### config.mk
export PLATFORM = sky130hd
export DESIGN_NAME = wb_retire_queue
export DESIGN_NICKNAME = d
export VERILOG_FILES = /design/src/rtl/wb_retire_queue.sv
export SDC_FILE = /design/constraint.sdc
export NUM_CORES = 2
export LEC_CHECK = 0
export ABC_AREA = 0
export ABC_CLOCK_PERIOD_IN_PS = 6900
export CAP_MARGIN = 20
export CORE_MARGIN = 2
export CORE_UTILIZATION = 40
export DETAILED_ROUTE_END_ITERATION = 8
export GPL_ROUTABILITY_DRIVEN = 0
export HOLD_SLACK_MARGIN = 0.08
export PLACE_DENSITY = 0.71
export SLEW_MARGIN = 20
export SYNTH_ARGS = -nofsm -noshare
export SYNTH_HDL_FRONTEND = slang
export SYNTH_SLANG_ARGS = --single-unit
### constraint.sdc
create_clock -name clk -period 6.9 [get_ports clk]
set_input_delay 1.035 -clock clk [delete_from_list [all_inputs] [get_ports clk]]
set_output_delay 1.035 -clock clk [all_outputs]
set_load 0.1 [all_outputs]
### src/rtl/wb_retire_queue.sv
// In-order write-back retire queue: buffers MEM results, commits the head to RF/CSR,
// raises exception/ertn/refetch flushes and forwards queued RF writes to ID.
module wb_retire_queue #(
  parameter int DEPTH = 4,
  parameter int NRP   = 2
) (
  input  logic              clk,
  input  logic              resetn,
  input  logic              in_valid,
  output logic              in_ready,
  input  logic [199:0]      in_bus,
  input  logic              commit_stall,
  output logic              csr_re,
  output logic              csr_we,
  output logic [13:0]       csr_num,
  output logic [31:0]       csr_wmask,
  output logic [31:0]       csr_wvalue,
  input  logic [31:0]       csr_rvalue,
  output logic              rf_we,
  output logic [4:0]        rf_waddr,
  output logic [31:0]       rf_wdata,
  output logic              wb_ex,
  output logic [5:0]        wb_ecode,
  output logic [8:0]        wb_esubcode,
  output logic [31:0]       wb_ex_pc,
  output logic [31:0]       wb_vaddr,
  output logic              ertn_flush,
  output logic              refetch_flush,
  output logic              flush,
  output logic [31:0]       flush_entry,
  input  logic [5*NRP-1:0]  fwd_raddr,
  output logic [NRP-1:0]    fwd_hit,
  output logic [NRP-1:0]    fwd_busy,
  output logic [32*NRP-1:0] fwd_data,
  output logic [31:0]       debug_wb_pc,
  output logic [3:0]        debug_wb_rf_we,
  output logic [4:0]        debug_wb_rf_wnum,
  output logic [31:0]       debug_wb_rf_wdata,
  output logic [63:0]       retire_cnt
);

  localparam int AW = $clog2(DEPTH);

  typedef struct packed {
    logic [31:0] pc;
    logic        rf_we;
    logic [4:0]  rf_waddr;
    logic [31:0] rf_wdata;
    logic        csr_re;
    logic        csr_we;
    logic [13:0] csr_num;
    logic [31:0] csr_wmask;
    logic [31:0] csr_wvalue;
    logic        ertn;
    logic        ex;
    logic [5:0]  ecode;
    logic [8:0]  esubcode;
    logic [31:0] vaddr;
    logic        refetch;
  } entry_t;

  entry_t        q [DEPTH];
  entry_t        hd;
  entry_t        in_e;
  logic [AW-1:0] head;
  logic [AW-1:0] tail;
  logic [AW:0]   count;
  logic          empty;
  logic          push;
  logic          commit;

  assign hd       = q[head];
  assign empty    = (count == '0);
  assign in_ready = (count != (AW+1)'(DEPTH));
  assign commit   = ~empty & ~commit_stall;
  assign push     = in_valid & in_ready & ~flush;

  // An excepting instruction must never write the register file.
  always_comb begin
    in_e = entry_t'(in_bus);
    if (in_e.ex) in_e.rf_we = 1'b0;
  end

  always_ff @(posedge clk) begin
    if (!resetn) begin
      head       <= '0;
      tail       <= '0;
      count      <= '0;
      retire_cnt <= '0;
      for (int i = 0; i < DEPTH; i++) q[i] <= '0;
    end else begin
      if (push) q[tail] <= in_e;
      if (flush) begin
        head  <= '0;
        tail  <= '0;
        count <= '0;
      end else begin
        if (push)   tail <= tail + 1'b1;
        if (commit) head <= head + 1'b1;
        if (push && !commit)      count <= count + 1'b1;
        else if (!push && commit) count <= count - 1'b1;
      end
      if (commit && !hd.ex) retire_cnt <= retire_cnt + 64'd1;
    end
  end

  assign rf_we         = commit & ~hd.ex & hd.rf_we;
  assign rf_waddr      = hd.rf_waddr;
  assign rf_wdata      = hd.csr_re ? csr_rvalue : hd.rf_wdata;
  assign csr_re        = commit & (hd.csr_re | hd.ex | hd.ertn);
  assign csr_we        = commit & ~hd.ex & hd.csr_we;
  assign csr_num       = hd.ex ? 14'h00C : (hd.ertn ? 14'h006 : hd.csr_num);
  assign csr_wmask     = hd.csr_wmask;
  assign csr_wvalue    = hd.csr_wvalue;

  assign wb_ex         = commit & hd.ex;
  assign wb_ecode      = hd.ecode;
  assign wb_esubcode   = hd.esubcode;
  assign wb_ex_pc      = hd.pc;
  assign wb_vaddr      = hd.vaddr;
  assign ertn_flush    = commit & hd.ertn & ~hd.ex;
  assign refetch_flush = commit & hd.refetch & ~hd.ex & ~hd.ertn;
  assign flush         = wb_ex | ertn_flush | refetch_flush;
  // EENTRY/ERA arrive through csr_rvalue; a refetch restarts at the next instruction.
  assign flush_entry   = !flush ? 32'h0 : ((hd.ex | hd.ertn) ? csr_rvalue : hd.pc + 32'd4);

  assign debug_wb_pc       = hd.pc;
  assign debug_wb_rf_we    = {4{rf_we}};
  assign debug_wb_rf_wnum  = rf_waddr;
  assign debug_wb_rf_wdata = rf_wdata;

  logic [4:0]    raddr;
  logic [AW-1:0] idx;

  // Scan oldest to youngest so the last (youngest) match wins.
  always_comb begin
    fwd_hit  = '0;
    fwd_busy = '0;
    fwd_data = '0;
    raddr    = '0;
    idx      = '0;
    for (int p = 0; p < NRP; p++) begin
      raddr = fwd_raddr[5*p +: 5];
      for (int k = 0; k < DEPTH; k++) begin
        idx = head + AW'(k);
        if ((AW+1)'(k) < count && q[idx].rf_we && q[idx].rf_waddr == raddr && raddr != 5'd0) begin
          fwd_hit[p]           = 1'b1;
          fwd_busy[p]          = q[idx].csr_re;
          fwd_data[32*p +: 32] = q[idx].rf_wdata;
        end
      end
    end
  end

endmodule

==> results.json <==
{
  "critical_path_class": "reg -> out",
  "fin_ws_ns": 0.862,
  "start_util_pct": 40.3,
  "power_frac_clock_pct": 20.7,
  "antenna_left": 0,
  "p_seq_share_pct": 28.3,
  "required_ns": 5.86,
  "dp_hpwl_um": 98500,
  "drive_gt1_share_pct": 16.1,
  "final.min_clock_period_ns": 6.04,
  "drv_slew": 0,
  "drv_cap": 0,
  "drt_iter0_markers": 2989,
  "crit_fanout": 39,
  "portBuffers": 684,
  "clk_pin_slew_ns": 0.06,
  "dpl_worst_slack_ns": 1.16,
  "yosysWarnings": 0,
  "dp_cells": 5219,
  "fmax_mhz": 166,
  "min_from": "retire_cnt[61]",
  "clock_skew_ns": 0.0391,
  "status": "finished clean",
  "core_um2": 112000,
  "cp-end-kind": "output port",
  "maxSlewHeadroom_pct": 19.3,
  "vias": 30600,
  "yosysSeqAreaShare_pct": 56.4,
  "synth-seq-cells": 873,
  "die-area_um2": 116000,
  "slowest_stage": "clkdlybuf4s50_1",
  "postSynthCellCount": 3315,
  "ys.flop_type": "edfxtp_1",
  "combPwrFrac_pct": 51.0,
  "wire_per_inst_um": 27.5,
  "synth_fa_ha_area_share_pct": 0.194,
  "ys_types": 57,
  "crit_path_cell_trace": "mux4_2 > nand4_1 > nor4_2 > nand3_1 > xor2_1 > a21oi_1 > clkdlybuf4s50_1",
  "finalSetupViolCount": 0,
  "worstSkewPairLatency_ns": 0.69,
  "finalPower_mw": 24.2,
  "synthTopCellsByArea": "edfxtp_1 53%, mux4_2 13%, and2_1 9.3%",
  "synth_top_family_by_area": "simple AND/OR/NAND/NOR gates",
  "final_nets": 4069,
  "layout.cells.non_filler": 5409,
  "cts.sinks": 873,
  "syn_nets": 3568,
  "clockBufferDepth": 3,
  "hold_ws_ns": 0.505,
  "hold_path_class": "reg -> reg",
  "p_int_mw": 12.5,
  "synth_compound_area_share_pct": 2.82,
  "antenna_found_initial": 25,
  "crit_buf_inv": 1,
  "r2r_setup_slack_ns": 1.82,
  "std_cell_rows": 123,
  "h-tree-depth": 3,
  "worst_path_largest_cell_delay_ns": 1.16,
  "period_share_pct": 87.5,
  "yosys.area_share.simple_pct": 17.3,
  "grt_pass1_wl_um": 212000,
  "grt_pass1_vias": 30000,
  "synth.most_common_cell": "edfxtp_1",
  "cts_resized": 0,
  "fp.dieH_um": 340,
  "cts_root_buf": "clkbuf_16",
  "startpoint_type": "flop",
  "tns_ns": 0,
  "p_sw_mw": 11.7,
  "drcViolationCount": 0,
  "rsz0062_at_grt": "false",
  "synthMuxAreaShare_pct": 16.9,
  "numCtsBuffers": 94,
  "wl_um": 148000,
  "hold_violations": 0,
  "io_pins": 685,
  "async_flop_share_pct": 0,
  "grtUsageTotal_pct": 25.0,
  "cts_tree": "yes",
  "synth_largest_area_cell": "edfxtp_1",
  "tightest_slew_ns": 1.21,
  "post_cts_buffers": 0,
  "area_growth_pct": 23.8,
  "netlist_area_um2": 45200,
  "cp.arrival_ns": 5.00,
  "avgSynthCellArea_um2": 13.6,
  "synth_xor_xnor_area_share_pct": 2.50,
  "postCtsHoldBufs": 0,
  "total_leakage_power_nw": 20.3,
  "finalInstanceArea_um2": 55900,
  "synth_top_area_share_pct": 53.2,
  "path_delay_family": "simple AND/OR/NAND/NOR gates",
  "p_per_area_nw_per_um2": 433,
  "synth-edff-count": 800,
  "placed_area_um2": 52800,
  "grt_overflow_total": 0,
  "drt-vias-per-instance": 5.66,
  "grt_start_max_net_pins": 189,
  "drtPass1Iterations": 5,
  "fin_util_pct": 49.9,
  "switching_share_pct": 48.4,
  "die_w_um": 340,
  "ir_drop_mv": 0.390,
  "synth_commonest_cells": "800 x edfxtp_1, 672 x and2_1, 260 x mux4_2"
}
## per-layer routing
| layer | global-route usage [%] | wire [um] | part of all wire (%) |
|---|---|---|---|
| met2 | 40.8 | 70800 | 48 |
| met3 | 7.10 | 13700 | 9.2 |
| met5 | 0 | 172 | 0.12 |
| met4 | 13.0 | 8820 | 5.9 |
| met1 | 30.2 | 55000 | 37 |
## registers in the layout, summed over array words and instances (netlist names), named ones only
register	cells
count	3
head	2
q	800
retire_cnt	64
tail	2
## final cells by class
| class | instances | area [um^2] |
|---|---|---|
| diodes | 14 | 35.0 |
| clock buffers | 121 | 2490 |
| clock inverters | 54 | 554 |
| fillers | 9539 | 56200 |
| inverters | 16 | 60.1 |
| multi-input cells | 2087 | 18100 |
| flip-flops and latches | 873 | 25500 |
| well taps | 1500 | 1880 |
| repair buffers | 744 | 7350 |
## kinds of logic after synthesis
logic type	after synthesis
adders and majority gates	7
xor gates and xnor gates	129
and+or+nand+nor	1342
DFF	873
AOI/OAI and AO/OA	175
buffers and inverters	355
muxes	434
## power groups by stage
stage                     Sequential, mW  Combinational (mW)  Clock (mW)
after global placement              6.92                12.4           0
after global routing                6.91                12.7        5.29
after floorplan                     6.83                9.33           0
after detailed placement            6.96                12.3           0
after CTS                           6.85                12.4        5.10
final                               6.85                12.4        5.02
## worst reg2reg max path, delay by kind of cell, from the launching register on
| kind | cells | cell delay [ns] |
|---|---|---|
| AND/OR/NAND/NOR | 4 | 1.46 |
| buffers and inverters | 3 | 1.34 |
| multiplexers | 1 | 0.73 |
| flip-flops | 1 | 0.70 |
| AO/OA/AOI/OAI | 1 | 0.50 |
## worst paths after layout
| check | end | cells after the start |
|---|---|---|
| hold / removal | retire_cnt[61] | 2 |
| setup / recovery | flush_entry[31] | 7 |
| setup reg to reg | q[0][155] | 9 |
| hold reg to reg | retire_cnt[61] | 2 |
## placed cells by master (no fill, tap or decap), types with 27 or more instances in the layout
master	netlist	final
mux2_2	46	46
clkdlybuf4s50_1	0	592
mux2i_1	128	128
nor3_1	32	30
nand3_1	54	54
buf_4	78	115
dfxtp_1	73	69
nor2_1	95	92
o31ai_1	33	33
xor2_1	59	59
nand2_1	144	140
edfxtp_1	800	800
and2_1	672	672
mux4_2	260	260
xnor2_1	70	70
nand4_1	42	42
and3_1	236	236
o21ai_0	27	27
clkbuf_16	0	95
Note: power is estimated with default switching activity, not from simulation.
